`config.mk`:
```
export PLATFORM = sky130hd
export DESIGN_NAME = camera_roi_capture
export DESIGN_NICKNAME = d
export VERILOG_FILES = /design/src/rtl/camera_roi_capture_pkg.sv /design/src/rtl/camera_roi_capture_roi_axis.sv /design/src/rtl/camera_roi_capture.sv
export SDC_FILE = /design/constraint.sdc
export NUM_CORES = 1
export LEC_CHECK = 0
export ABC_AREA = 1
export ABC_CLOCK_PERIOD_IN_PS = 2100
export CORE_UTILIZATION = 50
export CTS_CLUSTER_SIZE = 24
export DETAILED_ROUTE_END_ITERATION = 8
export GPL_TIMING_DRIVEN = 0
export PLACE_DENSITY = 0.75
export REMOVE_ABC_BUFFERS = 1
export SKIP_CTS_REPAIR_TIMING = 1
export SYNTH_ARGS = -nofsm -noshare
export SYNTH_HDL_FRONTEND = slang
export SYNTH_SLANG_ARGS = --single-unit
```
`constraint.sdc`:
```
create_clock -name PIXCLK -period 2.1 [get_ports PIXCLK]
set_input_delay 0.42 -clock PIXCLK [delete_from_list [all_inputs] [get_ports PIXCLK]]
set_output_delay 0.42 -clock PIXCLK [all_outputs]
set_load 0.05 [all_outputs]
```
`src/rtl/camera_roi_capture_pkg.sv`:
```
// Shared types and constants for the MT9V034 ROI capture front end.
// The optional line-length checker in the top is enabled by CAM_LINE_CHECK_EN.
package cam_pkg;

    typedef enum logic [1:0] {
        SYNC   = 2'd0,
        IDLE   = 2'd1,
        ACTIVE = 2'd2
    } cam_state_e;

    localparam logic [1:0] DECIM_1_1 = 2'd0;
    localparam logic [1:0] DECIM_1_2 = 2'd1;
    localparam logic [1:0] DECIM_1_4 = 2'd2;
    localparam logic [1:0] DECIM_1_8 = 2'd3;

    localparam int H_DEF   = 752;
    localparam int V_DEF   = 480;
    localparam int FCW_DEF = 16;

    // Low-bit mask that must be zero for a position to land on the decimation grid.
    function automatic logic [2:0] decim_mask(input logic [1:0] decim);
        logic [2:0] mask;
        case (decim)
            DECIM_1_1: mask = 3'b000;
            DECIM_1_2: mask = 3'b001;
            DECIM_1_4: mask = 3'b011;
            DECIM_1_8: mask = 3'b111;
            default:   mask = 3'b000;
        endcase
        return mask;
    endfunction

endpackage

```
`src/rtl/camera_roi_capture_roi_axis.sv`:
```
// One axis of the ROI window: window membership, decimation phase and
// ROI-relative output coordinate. Purely combinational; counters live in the caller.
module roi_axis
    import cam_pkg::*;
#(
    parameter int CW = 10
) (
    input  logic [CW:0]   pos,
    input  logic [CW-1:0] origin,
    input  logic [CW:0]   extent,
    input  logic [1:0]    decim,
    output logic          in_win,
    output logic          phase_hit,
    output logic [CW-1:0] coord
);

    logic [CW+1:0] pos_w;
    logic [CW+1:0] lo_w;
    logic [CW+1:0] hi_w;
    logic [CW:0]   off;
    logic [CW:0]   mask;

    // Two guard bits so origin + extent beyond the sensor never wraps.
    assign pos_w = {1'b0, pos};
    assign lo_w  = {2'b00, origin};
    assign hi_w  = lo_w + {1'b0, extent};

    assign in_win    = (pos_w >= lo_w) && (pos_w < hi_w);
    assign off       = pos - {1'b0, origin};
    assign mask      = (CW+1)'(decim_mask(decim));
    assign phase_hit = ((off & mask) == '0);
    assign coord     = CW'(off >> decim);

endmodule

```
`src/rtl/camera_roi_capture.sv`:
```
// MT9V034 capture front end: frame sync, runtime ROI crop and power-of-two decimation.
// Define CAM_LINE_CHECK_EN to build the sticky line-length checker driving LINE_ERR.
module camera_roi_capture
    import cam_pkg::*;
#(
    parameter int DW  = 10,
    parameter int H   = H_DEF,
    parameter int V   = V_DEF,
    parameter int FCW = FCW_DEF
) (
    input  logic                 PIXCLK,
    input  logic                 RST_N,
    input  logic                 LINE_VALID,
    input  logic                 FRAME_VALID,
    input  logic [DW-1:0]        DATA_IN,
    input  logic [$clog2(H)-1:0] ROI_X0,
    input  logic [$clog2(V)-1:0] ROI_Y0,
    input  logic [$clog2(H):0]   ROI_W,
    input  logic [$clog2(V):0]   ROI_H,
    input  logic [1:0]           DECIM,
    output logic [DW-1:0]        DATA_OUT,
    output logic                 PIXEL_VALID,
    output logic [$clog2(H)-1:0] X_OUT,
    output logic [$clog2(V)-1:0] Y_OUT,
    output logic                 FRAME_START,
    output logic                 FRAME_END,
    output logic [FCW-1:0]       FRAME_COUNT,
    output logic                 LINE_ERR
);

    localparam int XW = $clog2(H);
    localparam int YW = $clog2(V);

    cam_state_e state, state_nx;
    logic       start_nx, end_nx;
    logic       fv_q, lv_q;
    logic       fv_rise, fv_fall, lv_fall;

    logic [XW:0] rx;
    logic [YW:0] ry;

    logic [XW-1:0] x0_l;
    logic [YW-1:0] y0_l;
    logic [XW:0]   w_l;
    logic [YW:0]   h_l;
    logic [1:0]    decim_l;

    logic          x_in, x_hit, y_in, y_hit, keep;
    logic [XW-1:0] x_coord;
    logic [YW-1:0] y_coord;

    logic [DW-1:0]  data_p1;
    logic           vld_p1;
    logic [XW-1:0]  x_p1;
    logic [YW-1:0]  y_p1;
    logic           fs_p1, fe_p1;
    logic [FCW-1:0] fcnt_p1;

    assign fv_rise = FRAME_VALID & ~fv_q;
    assign fv_fall = ~FRAME_VALID & fv_q;
    assign lv_fall = ~LINE_VALID & lv_q;

    always_comb begin
        state_nx = state;
        start_nx = 1'b0;
        end_nx   = 1'b0;
        case (state)
            SYNC:   if (!FRAME_VALID) state_nx = IDLE;
            IDLE:   if (fv_rise) begin
                        state_nx = ACTIVE;
                        start_nx = 1'b1;
                    end
            ACTIVE: if (fv_fall) begin
                        state_nx = IDLE;
                        end_nx   = 1'b1;
                    end
            default: state_nx = SYNC;
        endcase
    end

    roi_axis #(.CW(XW)) u_x_axis (
        .pos       (rx),
        .origin    (x0_l),
        .extent    (w_l),
        .decim     (decim_l),
        .in_win    (x_in),
        .phase_hit (x_hit),
        .coord     (x_coord)
    );

    roi_axis #(.CW(YW)) u_y_axis (
        .pos       (ry),
        .origin    (y0_l),
        .extent    (h_l),
        .decim     (decim_l),
        .in_win    (y_in),
        .phase_hit (y_hit),
        .coord     (y_coord)
    );

    assign keep = (state == ACTIVE) && FRAME_VALID && LINE_VALID &&
                  x_in && x_hit && y_in && y_hit;

    // Window settings are frozen for the whole frame at FRAME_START.
    always_ff @(posedge PIXCLK) begin
        if (start_nx) begin
            x0_l    <= ROI_X0;
            y0_l    <= ROI_Y0;
            w_l     <= ROI_W;
            h_l     <= ROI_H;
            decim_l <= DECIM;
        end
    end

    // Stage p0 -> p1: raw counters, frame control and registered pixel outputs.
    always_ff @(posedge PIXCLK) begin
        if (!RST_N) begin
            state   <= SYNC;
            fv_q    <= 1'b0;
            lv_q    <= 1'b0;
            rx      <= '0;
            ry      <= '0;
            data_p1 <= '0;
            vld_p1  <= 1'b0;
            x_p1    <= '0;
            y_p1    <= '0;
            fs_p1   <= 1'b0;
            fe_p1   <= 1'b0;
            fcnt_p1 <= '0;
        end else begin
            state   <= state_nx;
            fv_q    <= FRAME_VALID;
            lv_q    <= LINE_VALID;
            data_p1 <= DATA_IN;
            vld_p1  <= keep;
            x_p1    <= x_coord;
            y_p1    <= y_coord;
            fs_p1   <= start_nx;
            fe_p1   <= end_nx;
            if (end_nx) fcnt_p1 <= fcnt_p1 + FCW'(1);
            if (start_nx) begin
                rx <= '0;
                ry <= '0;
            end else begin
                // Counters saturate so an overlong line or frame cannot alias into the window.
                if (!LINE_VALID) rx <= '0;
                else if (!(&rx)) rx <= rx + (XW+1)'(1);
                if (lv_fall && !(&ry)) ry <= ry + (YW+1)'(1);
            end
        end
    end

    assign DATA_OUT    = data_p1;
    assign PIXEL_VALID = vld_p1;
    assign X_OUT       = x_p1;
    assign Y_OUT       = y_p1;
    assign FRAME_START = fs_p1;
    assign FRAME_END   = fe_p1;
    assign FRAME_COUNT = fcnt_p1;

`ifdef CAM_LINE_CHECK_EN
    logic err_now;
    logic line_err_p1;

    assign err_now = (state == ACTIVE) &&
                     ((lv_fall && (rx != (XW+1)'(H))) || (fv_fall && LINE_VALID));

    always_ff @(posedge PIXCLK) begin
        if (!RST_N)        line_err_p1 <= 1'b0;
        else if (err_now)  line_err_p1 <= 1'b1;
        else if (start_nx) line_err_p1 <= 1'b0;
    end

    assign LINE_ERR = line_err_p1;
`else
    assign LINE_ERR = 1'b0;
`endif

endmodule
```
==> impl_summary.txt <==
----------------------------------------------------
[Status]
  Run status ... finished with violations
  Violations in the final reports ... negative setup slack

[Logic synthesis]
  Cell with the most instances after synthesis ... sky130_fd_sc_hd__nand2_1
  Top post-synthesis cells by area ... sky130_fd_sc_hd__dfxtp_1, sky130_fd_sc_hd__edfxtp_1, sky130_fd_sc_hd__nand2_1
  Post-synthesis sequential element count ... 115
  Most area-hungry cell type in the Yosys netlist ... sky130_fd_sc_hd__dfxtp_1
  Count of yosys warnings during synthesis ... 0
  Post-synth EDFFs ... 42
  Sequential cell area fraction in the yosys report ... 39.3%
  Fraction of post-synthesis cell area in the top cell type by area ... 21.1%
  Synthesized instance count ... 900
  Cell variety after synth ... 48
  List of most frequent post-synthesis cells ... sky130_fd_sc_hd__nand2_1, sky130_fd_sc_hd__inv_1, sky130_fd_sc_hd__nand3_1, sky130_fd_sc_hd__nor2_1, sky130_fd_sc_hd__dfxtp_1
  Fraction of registers with async set or reset after synthesis ... 0%
  Summed instance area of the synthesized netlist ... 0.00692 mm²
  Mean area per synthesized cell ... 7.69 µm²
  Top flip-flop cell by instance count after synthesis ... sky130_fd_sc_hd__dfxtp_1

[Setup path]
  Launching instance or port of the critical path ... x0_l[0]
  Critical path endpoint category ... flip-flop
  Library cell contributing the largest single delay on the critical path ... sky130_fd_sc_hd__edfxtp_1
  Crit path largest cell delay ... 0.45 ns
  Startpoint kind of the worst setup timing path ... flip-flop
  Family with the most delay on the worst path ... adder cells
  Most common cell type on the critical path ... sky130_fd_sc_hd__nand2_1
  Setup slack of the most critical reg-to-reg path ... -0.42 ns
  Crit path depth ... 14
  WP data required ... 2.46 ns
  Worst setup path class ... flip-flop to flip-flop
  Chain of cells forming the critical path ... ha_2 > fa_2 > nand3_1 > nand2_1 > a211oi_2 > xor2_1 > ha_1 > nand2_1 > inv_1 > nand2_1 > nand2_1 > nand2_1 > nand2_1 > nor2_1
  Worst Path Buf+Inv ... 1
  Reg2Reg Launch Point ... x0_l[0]
  Cell count of the worst reg-to-reg path ... 14
  Reg-to-reg endpoint ... PIXEL_VALID
  CP Max Fanout ... 4
  Timing endpoint of the critical path ... PIXEL_VALID
  Signal arrival time at the worst endpoint ... 2.88 ns

[Timing]
  Final worst clock skew ... 0.0110 ns
  Unrepaired setup endpoints after global routing ... yes
  Slew at the pin closest to its max-slew limit ... 0.584 ns
  Number of endpoints with negative hold slack in the final report ... 0
  Final worst-path setup slack ... -0.419 ns
  Count of final setup violators ... 1
  Worst relative slew slack ... 61.0%
  Share of the clock period used by the worst path ... 120%
  Post-layout min period ... 2.52 ns
  Max Clk Rate ... 0.397 GHz
  Final Max Tran Viols ... 0

[Pwr]
  Worst VDD drop ... 0.000593 V
  Total power ... 5.72 mW
  Leakage power summed over all cells ... 4.07 nW
  Ratio of total power to cell area ... 647 mW/mm²

[GRT]
  Largest net degree at the start of global routing ... 45
  Overall routing resource usage ... 23.1%
  Antenna violations before repair ... 0
  Number of global-route vias before repair ... 5623
  Grt total ovfl ... 0
  Wire length of the first global-routing pass ... 26000 µm

[Floorplanning]
  Die Span Y ... 120 µm
  Width of the die ... 120 µm
  Initial core utilization ... 51.9%
  I/O pin count ... 105
  Count of standard-cell rows ... 42
  Std-Cell Core Area ... 0.0133 mm²
  Die area ... 0.0143 mm²

[Clocking]
  Clock tree from TritonCTS ... built
  CTS buffer count ... 17
  Worst-skew pair later-pin latency ... 0.42 ns
  Library cell used as clock root buffer ... sky130_fd_sc_hd__clkbuf_16
  Clk buf depth ... 2
  Number of sinks driven by the clock tree ... 115
  CTS clock-pin slew for the worst setup and hold paths ... 0.06 ns
  Count of H-tree levels built during CTS ... 4

[Detailed routing]
  Vias post-DR ... 6176
  Remaining routing DRC violations ... 0
  Via density per instance ... 5.12
  Total length of routed wires ... 16000 µm
  Violation count after the first detailed-route iteration ... 432
  First-pass DRT Iterations ... 7
  Mean routed wirelength per cell ... 13.3 µm
  Antenna Nets Post-Route ... 0

[Final layout]
  Area growth syn-to-layout ... 27.7%
  Post-layout net count ... 1138
  Fraction of layout instances using a drive strength above 1 ... 8.63%
  ANT cells ... 0

[Min path]
  Kind of path behind the tightest hold check ... input pin to flip-flop

[Job]
  Max_cap viols ... 0

[Placement]
  Number of port buffers ... 103
  Detailed-placement wirelength estimate ... 12000 µm
  Final estimated routing congestion in global placement ... 0.905
  Pre-CTS WS ... -1.34 ns

----------------------------------------------------
[logic make-up (layout without fill, tap and decap cells)]
group	Yosys count	count (layout)	share of synthesized area [%]
buffers and inverters	139	270	7.63
flip-flops	115	115	39.3
XOR/XNOR	32	32	4.05
other	1	1	0.0542
AND/OR/NAND/NOR	428	428	27.5
adder cells (fa/ha/maj)	64	64	12.0
AO/OA/AOI/OAI	121	121	9.38
[stage by stage]
step | utilization [%] | area (µm²) | hold WS, ns | instances | TNS, ns
5_1_grt | 66.2 | 8840 | 0.511 | 1207 | -0.600
4_1_cts | 65.0 | 8680 | 0.504 | 1201 | -15.50
2_1_floorplan | - | 6880 | 0.469 | 890 | -0.147
6_report | 66.2 | 8840 | 0.490 | 1207 | -0.419
3_5_place_dp | 60.9 | 8130 | 0.495 | 1169 | -45.94
3_3_place_gp | 60.9 | 8130 | 0.483 | 1169 | -78.93
[power by group]
part	total [mW]	switching (mW)	internal, mW
registers	2.40	0.0289	2.37
logic	0.636	0.369	0.267
clock network	2.68	1.06	1.62
[tightest hold or removal path: stages]
cell                       delay (ns)
sky130_fd_sc_hd__clkbuf_2        0.29
sky130_fd_sc_hd__nand2_1         0.13
sky130_fd_sc_hd__inv_1           0.03
[flip-flops by register name (all words and copies together) (netlist names)]
signal       cells
Y_OUT            9
DATA_OUT        10
y0_l             9
fv_q             1
FRAME_END        1
FRAME_COUNT     16
decim_l          2
lv_q             1
x0_l            10
PIXEL_VALID      1
state            2
X_OUT           10
w_l             11
FRAME_START      1
ry              10
rx              11
h_l             10
[final cells by class]
type                            count  area, µm²
Fill cell                        1145       4510
Multi-Input combinational cell    646       3760
Sequential cell                   115       2730
Timing Repair Buffer              109       1090
Inverter                          129        494
Clock buffer                       19        433
Tap cell                          176        220
Clock inverter                     13        113
[cell usage in the layout, fill, tap and decap left out, types with 4 or more instances in the layout]
master                            instances
sky130_fd_sc_hd__a21oi_1                 60
sky130_fd_sc_hd__a21oi_2                  4
sky130_fd_sc_hd__buf_4                    6
sky130_fd_sc_hd__clkbuf_16               17
sky130_fd_sc_hd__clkdlybuf4s50_1         93
sky130_fd_sc_hd__clkinvlp_4               5
sky130_fd_sc_hd__dfxtp_1                 71
sky130_fd_sc_hd__dlymetal6s2s_1           9
sky130_fd_sc_hd__edfxtp_1                42
sky130_fd_sc_hd__fa_2                     4
sky130_fd_sc_hd__ha_1                    51
sky130_fd_sc_hd__ha_2                     8
sky130_fd_sc_hd__inv_1                  121
sky130_fd_sc_hd__inv_2                    5
sky130_fd_sc_hd__nand2_1                209
sky130_fd_sc_hd__nand2_2                  5
sky130_fd_sc_hd__nand3_1                 80
sky130_fd_sc_hd__nand3b_1                 4
sky130_fd_sc_hd__nand4_1                 15
sky130_fd_sc_hd__nor2_1                  77
sky130_fd_sc_hd__nor2_2                   4
sky130_fd_sc_hd__nor3_1                  13
sky130_fd_sc_hd__o21ai_0                 30
sky130_fd_sc_hd__o21ai_1                  9
sky130_fd_sc_hd__xnor2_1                 14
sky130_fd_sc_hd__xor2_1                  17
[layer usage]
metal	up-vias	GRT usage (%)	wire length [µm]
met5	-	0	0
met4	0	8.13	195
met1	2777	30.8	7530
li1	3205	-	-
met2	180	37.0	7470
met3	14	4.80	832
[worst min path at each step]
stage,slack [ns],startpoint,depth (start not counted),endpoint
after global placement,0.48,FRAME_COUNT[6],2,FRAME_COUNT[6]
after global routing,0.51,rx[0],2,rx[0]
after floorplan,0.47,rx[0],2,rx[0]
after detailed placement,0.49,FRAME_COUNT[6],2,FRAME_COUNT[6]
after CTS,0.50,FRAME_COUNT[6],2,FRAME_COUNT[6]
final,0.49,RST_N,3,DATA_OUT[8]
(Power assumes the default switching activity.)
